==> src/rtl/alarm_pkg.sv <==
// Shared types for the alarm bank: FSM states, the {hour, min} record and the
// BCD preset validity check.
package alarm_pkg;

    typedef enum logic [1:0] {
        ST_IDLE   = 2'd0,
        ST_RING   = 2'd1,
        ST_SNOOZE = 2'd2
    } state_e;

    typedef struct packed {
        logic [7:0] hour;
        logic [7:0] min;
    } hm_t;

    // Both nibbles must be decimal digits and the value must be a legal time of day.
    function automatic logic hm_valid(input hm_t t);
        return (t.hour[3:0] <= 4'd9) && (t.min[3:0] <= 4'd9) &&
               (t.hour <= 8'h23) && (t.min[7:4] <= 4'd5);
    endfunction

endpackage

==> src/rtl/alarm_slot.sv <==
// One alarm channel: stored preset, arm bit, match detect and the fired flag
// that limits each channel to one trigger per matching minute.
module alarm_slot
    import alarm_pkg::*;
(
    input  logic clk,
    input  logic CR,
    input  logic we,
    input  logic pre_on,
    input  hm_t  pre_time,
    input  hm_t  show_time,
    output hm_t  stored,
    output logic trigger
);

    hm_t  time_q, time_d;
    logic on_q, on_d;
    logic fired_q, fired_d;
    logic match;

    always_comb begin
        match   = on_q && (time_q == show_time);
        trigger = match && !fired_q;
        stored  = time_q;
    end

    always_comb begin
        time_d  = time_q;
        on_d    = on_q;
        fired_d = match;
        if (we) begin
            time_d = pre_time;
            on_d   = pre_on;
        end
    end

    always_ff @(posedge clk) begin
        if (CR) begin
            time_q  <= '0;
            on_q    <= 1'b0;
            fired_q <= 1'b0;
        end else begin
            time_q  <= time_d;
            on_q    <= on_d;
            fired_q <= fired_d;
        end
    end

endmodule

==> src/rtl/alarm_bank.sv <==
// Bank of NUM_ALARMS alarm channels sharing one ring/snooze controller with a
// rotating indicator-light pattern while ringing.
module alarm_bank
    import alarm_pkg::*;
#(
    parameter int NUM_ALARMS  = 4,
    parameter int LIGHT_W     = 16,
    parameter int RING_SECS   = 60,
    parameter int SNOOZE_SECS = 300,
    parameter int MAX_SNOOZE  = 3,
    localparam int SEL_W      = (NUM_ALARMS > 1) ? $clog2(NUM_ALARMS) : 1
) (
    input  logic               clk,
    input  logic               CR,
    input  logic               sec_tick,
    input  logic               PE,
    input  logic [SEL_W-1:0]   sel,
    input  logic [7:0]         pre_hour,
    input  logic [7:0]         pre_min,
    input  logic               pre_on,
    input  logic [7:0]         show_hour,
    input  logic [7:0]         show_min,
    input  logic               ack,
    input  logic               snooze,
    output logic [LIGHT_W-1:0] start_light,
    output logic [15:0]        alarm_time,
    output logic               ringing,
    output logic               snoozing,
    output logic [SEL_W-1:0]   ring_ch,
    output logic               load_err
);

    localparam int MAX_SECS = (RING_SECS > SNOOZE_SECS) ? RING_SECS : SNOOZE_SECS;
    localparam int CNT_W    = (MAX_SECS > 1) ? $clog2(MAX_SECS) : 1;
    localparam int SNZ_W    = (MAX_SNOOZE > 0) ? $clog2(MAX_SNOOZE + 1) : 1;
    localparam logic [CNT_W-1:0] RING_LAST   = CNT_W'(RING_SECS - 1);
    localparam logic [CNT_W-1:0] SNOOZE_LAST = CNT_W'(SNOOZE_SECS - 1);

    state_e               state_q, state_d;
    logic [CNT_W-1:0]     cnt_q, cnt_d;
    logic [SNZ_W-1:0]     snz_q, snz_d;
    logic [LIGHT_W-1:0]   light_q, light_d;
    logic [SEL_W-1:0]     ring_ch_q, ring_ch_d;
    logic                 load_err_q, load_err_d;

    hm_t                  pre_time, show_time;
    hm_t                  slot_time [NUM_ALARMS];
    logic [NUM_ALARMS-1:0] trig;
    logic                 pre_ok;
    logic                 any_trig;
    logic [SEL_W-1:0]     win;

    always_comb begin
        pre_time   = '{hour: pre_hour, min: pre_min};
        show_time  = '{hour: show_hour, min: show_min};
        pre_ok     = hm_valid(pre_time);
        load_err_d = PE && !pre_ok;
    end

    for (genvar gi = 0; gi < NUM_ALARMS; gi++) begin : g_slot
        alarm_slot u_slot (
            .clk       (clk),
            .CR        (CR),
            .we        (PE && pre_ok && (sel == SEL_W'(gi))),
            .pre_on    (pre_on),
            .pre_time  (pre_time),
            .show_time (show_time),
            .stored    (slot_time[gi]),
            .trigger   (trig[gi])
        );
    end

    always_comb begin
        alarm_time = '0;
        for (int unsigned i = 0; i < NUM_ALARMS; i++) begin
            if (sel == SEL_W'(i)) alarm_time = slot_time[i];
        end
    end

    // Lowest-index triggering channel wins.
    always_comb begin
        any_trig = 1'b0;
        win      = '0;
        for (int unsigned i = 0; i < NUM_ALARMS; i++) begin
            if (trig[i] && !any_trig) begin
                any_trig = 1'b1;
                win      = SEL_W'(i);
            end
        end
    end

    always_ff @(posedge clk) begin
        if (CR) begin
            state_q    <= ST_IDLE;
            cnt_q      <= '0;
            snz_q      <= '0;
            light_q    <= '0;
            ring_ch_q  <= '0;
            load_err_q <= 1'b0;
        end else begin
            state_q    <= state_d;
            cnt_q      <= cnt_d;
            snz_q      <= snz_d;
            light_q    <= light_d;
            ring_ch_q  <= ring_ch_d;
            load_err_q <= load_err_d;
        end
    end

    // User requests are tested before the tick so they beat a same-cycle expiry.
    always_comb begin
        state_d   = state_q;
        cnt_d     = cnt_q;
        snz_d     = snz_q;
        light_d   = light_q;
        ring_ch_d = ring_ch_q;
        case (state_q)
            ST_IDLE: begin
                if (any_trig) begin
                    state_d   = ST_RING;
                    ring_ch_d = win;
                    cnt_d     = '0;
                    snz_d     = '0;
                    light_d   = LIGHT_W'(1);
                end
            end
            ST_RING: begin
                if (ack) begin
                    state_d = ST_IDLE;
                    cnt_d   = '0;
                    light_d = '0;
                end else if (snooze && (snz_q < SNZ_W'(MAX_SNOOZE))) begin
                    state_d = ST_SNOOZE;
                    cnt_d   = '0;
                    light_d = '0;
                end else if (sec_tick) begin
                    if (cnt_q == RING_LAST) begin
                        state_d = ST_IDLE;
                        cnt_d   = '0;
                        light_d = '0;
                    end else begin
                        cnt_d   = cnt_q + CNT_W'(1);
                        light_d = (light_q << 1) | (light_q >> (LIGHT_W - 1));
                    end
                end
            end
            ST_SNOOZE: begin
                if (ack) begin
                    state_d = ST_IDLE;
                    cnt_d   = '0;
                end else if (sec_tick) begin
                    if (cnt_q == SNOOZE_LAST) begin
                        state_d = ST_RING;
                        cnt_d   = '0;
                        snz_d   = snz_q + SNZ_W'(1);
                        light_d = LIGHT_W'(1);
                    end else begin
                        cnt_d = cnt_q + CNT_W'(1);
                    end
                end
            end
            default: begin
                state_d = ST_IDLE;
                cnt_d   = '0;
                light_d = '0;
            end
        endcase
    end

    always_comb begin
        ringing     = (state_q == ST_RING);
        snoozing    = (state_q == ST_SNOOZE);
        start_light = light_q;
        ring_ch     = ring_ch_q;
        load_err    = load_err_q;
    end

endmodule
==> config.mk <==
export PLATFORM = sky130hd
export DESIGN_NAME = alarm_bank
export DESIGN_NICKNAME = d
export VERILOG_FILES = /design/src/rtl/alarm_pkg.sv /design/src/rtl/alarm_slot.sv /design/src/rtl/alarm_bank.sv
export SDC_FILE = /design/constraint.sdc
export NUM_CORES = 1
export LEC_CHECK = 0
export ABC_AREA = 1
export CAP_MARGIN = 30
export CORE_ASPECT_RATIO = 0.7
export CORE_MARGIN = 3
export CORE_UTILIZATION = 50
export CTS_CLUSTER_SIZE = 25
export DETAILED_ROUTE_END_ITERATION = 12
export GPL_ROUTABILITY_DRIVEN = 0
export PLACE_DENSITY = 0.82
export SYNTH_ARGS = -nofsm -noshare
export SYNTH_HDL_FRONTEND = slang
export SYNTH_HIERARCHICAL = 1
export SYNTH_SLANG_ARGS = --single-unit
==> constraint.sdc <==
create_clock -name clk -period 1.8 [get_ports clk]
set_input_delay 0.36 -clock clk [delete_from_list [all_inputs] [get_ports clk]]
set_output_delay 0.36 -clock clk [all_outputs]
set_load 0.01 [all_outputs]
==> flow_summary.toml <==
[setup_path]
start_kind = "register"
critPathCaptureType = "register"
critPathKind = "reg -> reg"
cp.required_ns = 2.03
path_max_fanout = 2
critPathArrivalTime_ns = 2.64
reg2reg_depth = 17

[cts]
path_clk_slew_ns = 0.08
clock_latency_ns = 0.36
clockBufferDepth = 2
ctsRootBufferMaster = "clkbuf_16"
cts_hold_buf = 0
cts_tree = "done"
cts_sinks = 104
cts_max_level = 3
cts_buffers = 9

[sta]
hold_slack_ns = 0.2930
slew_viol_final = 0
setup_viol = 53
tightest_slew_ns = 0.5512
period_minus_slack_ns = 2.408
skew_ns = 0.01469
rsz0062_at_grt = "yes"
clock.fmax_mhz = 415.3
setup_ws_ns = -0.6078
hold_viol = 0
fin_crit_sh = 1.338
relSlewSlack = 0.6325

[finish]
final_util = 0.7857
layout_commonest_cell = "nand2_1"
n_antenna_cell = 0
drive_gt1_frac = 0.3433
area_growth_syn_to_layout_pct = 49.87
final_cell_area_sq_um = 8840
final_nets = 1176
final_cell_mix = "259 x nand2_1, 132 x buf_4, 113 x nor2_1, 99 x inv_1, 70 x dfxtp_1"
final_cells = 1286

[global_routing]
grt_pass1_vias = 6628
grt_max_degree = 56
grt_overflow = 0
grt.total_usage = 0.3160
antenna_found_initial = 0
grt_pass1_wl_um = 32980

[floorplanning]
dieArea_sq_um = 13160
core_sq_um = 11250
ios = 78
core.rowCount = 32
initial_core_util = 0.5242
dieHeight_um = 96.87
die_width_um = 135.8

[drt]
wl_per_cell_um = 19.15
via_count = 7568
routed_via_density = 5.885
drc = 0
wl_um = 24630
drt-pass1-iter-count = 6
drt_iter0_markers = 1127
ant_nets = 0

[pwr]
power.density_nw_per_um2 = 818.4
p_leak_uw = 0.003898
ir_drop_mv = 0.5092

[synthesis]
yosysSeqAreaShare = 0.3530
synth_cell_types = 38
netlist_area_sq_um = 5898
ys_warn_count = 6
yosys-top-cells-area = "dfxtp_1 35%, nand2_1 18%, nor2_1 9.5%"
synth_seq_cells = 104
syn_nets = 966
yosys.area.top_type = "dfxtp_1"
synth_top_area_frac = 0.3530
netlist_instances = 918
syn_area_per_cell_sq_um = 6.425

[outcome]
status = "finished with violations"
violations = "negative setup slack"

[place]
dp_hpwl_um = 13480
dp.cells = 1241
placed_area_sq_um = 7725
port_buffers = 77

[run]
cap_violations = 0

[min_path]
min_path_cells = 2
hp-class = "in -> reg"
## metrics by stage
step	TNS, ns	total power (uW)	setup slack (ns)
6_report	-14.78	7235	-0.6078
5_1_grt	-17.63	7452	-0.6000
4_1_cts	-5.207	6691	-0.2620
3_5_place_dp	-84.28	4253	-1.110
3_3_place_gp	-81.72	4207	-1.045
2_1_floorplan	0	3604	0.02640
## final timing paths
path | end | start | slack (ns)
setup reg to reg | ring_ch[0]$_SDFFE_PP0P_ | g_slot[2].u_slot/stored[11]$_SDFFE_PP0P_ | -0.61
hold reg to reg | g_slot[0].u_slot/on_q$_SDFFE_PP0P_ | g_slot[0].u_slot/on_q$_SDFFE_PP0P_ | 0.47
hold / removal | snz_q[0]$_SDFFE_PP0P_ | CR | 0.29
setup / recovery | ring_ch[0]$_SDFFE_PP0P_ | g_slot[2].u_slot/stored[11]$_SDFFE_PP0P_ | -0.61
## final cells by class
| cell class | instances | area, sq um |
|---|---|---|
| Multi-Input combinational cell | 662 | 3695 |
| Fill cell | 696 | 2411 |
| Sequential cell | 104 | 2125 |
| Timing Repair Buffer | 231 | 2041 |
| Inverter | 120 | 452.9 |
| Clock buffer | 9 | 225.2 |
| Tap cell | 153 | 191.4 |
| Clock inverter | 7 | 110.1 |
## state kept, by name (all words and copies together), names as in the netlist
signal                 flops
load_err                   1
g_slot.u_slot/on_q         4
cnt_q                      9
g_slot.u_slot/fired_q      4
state_q                    2
ring_ch                    2
g_slot.u_slot/stored      64
start_light               16
snz_q                      2
## cell usage after synthesis
library cell and number:
nand2b_1 1, ha_1 7, nor4b_1 1, o21bai_1 1, dfxtp_1 104, nand2_2 7, nand3b_1 2, nand3_4 1
a21boi_0 1, nand3_2 5, inv_2 3, nor2_2 3, nor2_1 150, o21ai_1 1, and2_1 1, o21ai_0 11
a221oi_1 6, buf_4 2, xnor2_1 9, o211ai_1 4, inv_1 117, nand2_1 288, nand4_1 11, nor2_8 1
a21oi_2 10, or2_2 1, a21oi_1 33, buf_12 1, a211oi_1 52, nand2_4 2, nand3_1 38, nor3_1 6
clkbuf_1 7, clkbuf_2 4, o31ai_1 1, buf_2 19, nor2_4 2, xor2_1 5
## worst max-delay path, cell delays in order, from the launching register on
cell     delay, ns
dfxtp_2       0.35
buf_6         0.12
nand2_2       0.04
nand2_1       0.06
nor2_2        0.15
nand2_1       0.10
nor2_2        0.17
nand3_2       0.14
nor2_4        0.14
buf_4         0.14
buf_6         0.09
buf_4         0.09
buf_4         0.10
inv_2         0.03
a21oi_2       0.14
nor3_2        0.07
a21oi_1       0.26
nor2_1        0.08
## timing repair
item	CTS	global route
endpoints found under the setup margin	117	112
gates resized for setup	194	130
gates cloned	1	3
pin swaps	47	62
endpoints found under the hold margin	0	0
buffers inserted	15	11
## kinds of logic (layout without fill, tap and decap cells)
kind of cell / count (synthesis) / after routing / share of synthesized area
xor+xnor: 14 / 14 / 0.02079
buf+inv: 153 / 367 / 0.1063
fa+ha+maj: 7 / 7 / 0.01485
simple gates: 520 / 521 / 0.3681
flops: 104 / 104 / 0.3530
compound gates: 120 / 120 / 0.1370
## where the power goes
group          internal [uW]  switching (uW)  total [uW]
clock network           1350             907        2260
registers               2380            81.8        2460
logic                    950            1560        2510
total                   4680            2550        7230
## layer usage
metal  up-vias  track usage  routed length [um]
met3       178      0.07952                3359
met4         0       0.1278                1607
met2       656       0.4817               10480
li1       3336            -                   -
met5         -            0                   0
met1      3398       0.4274                9182
Note: power is estimated with default switching activity, not from simulation.
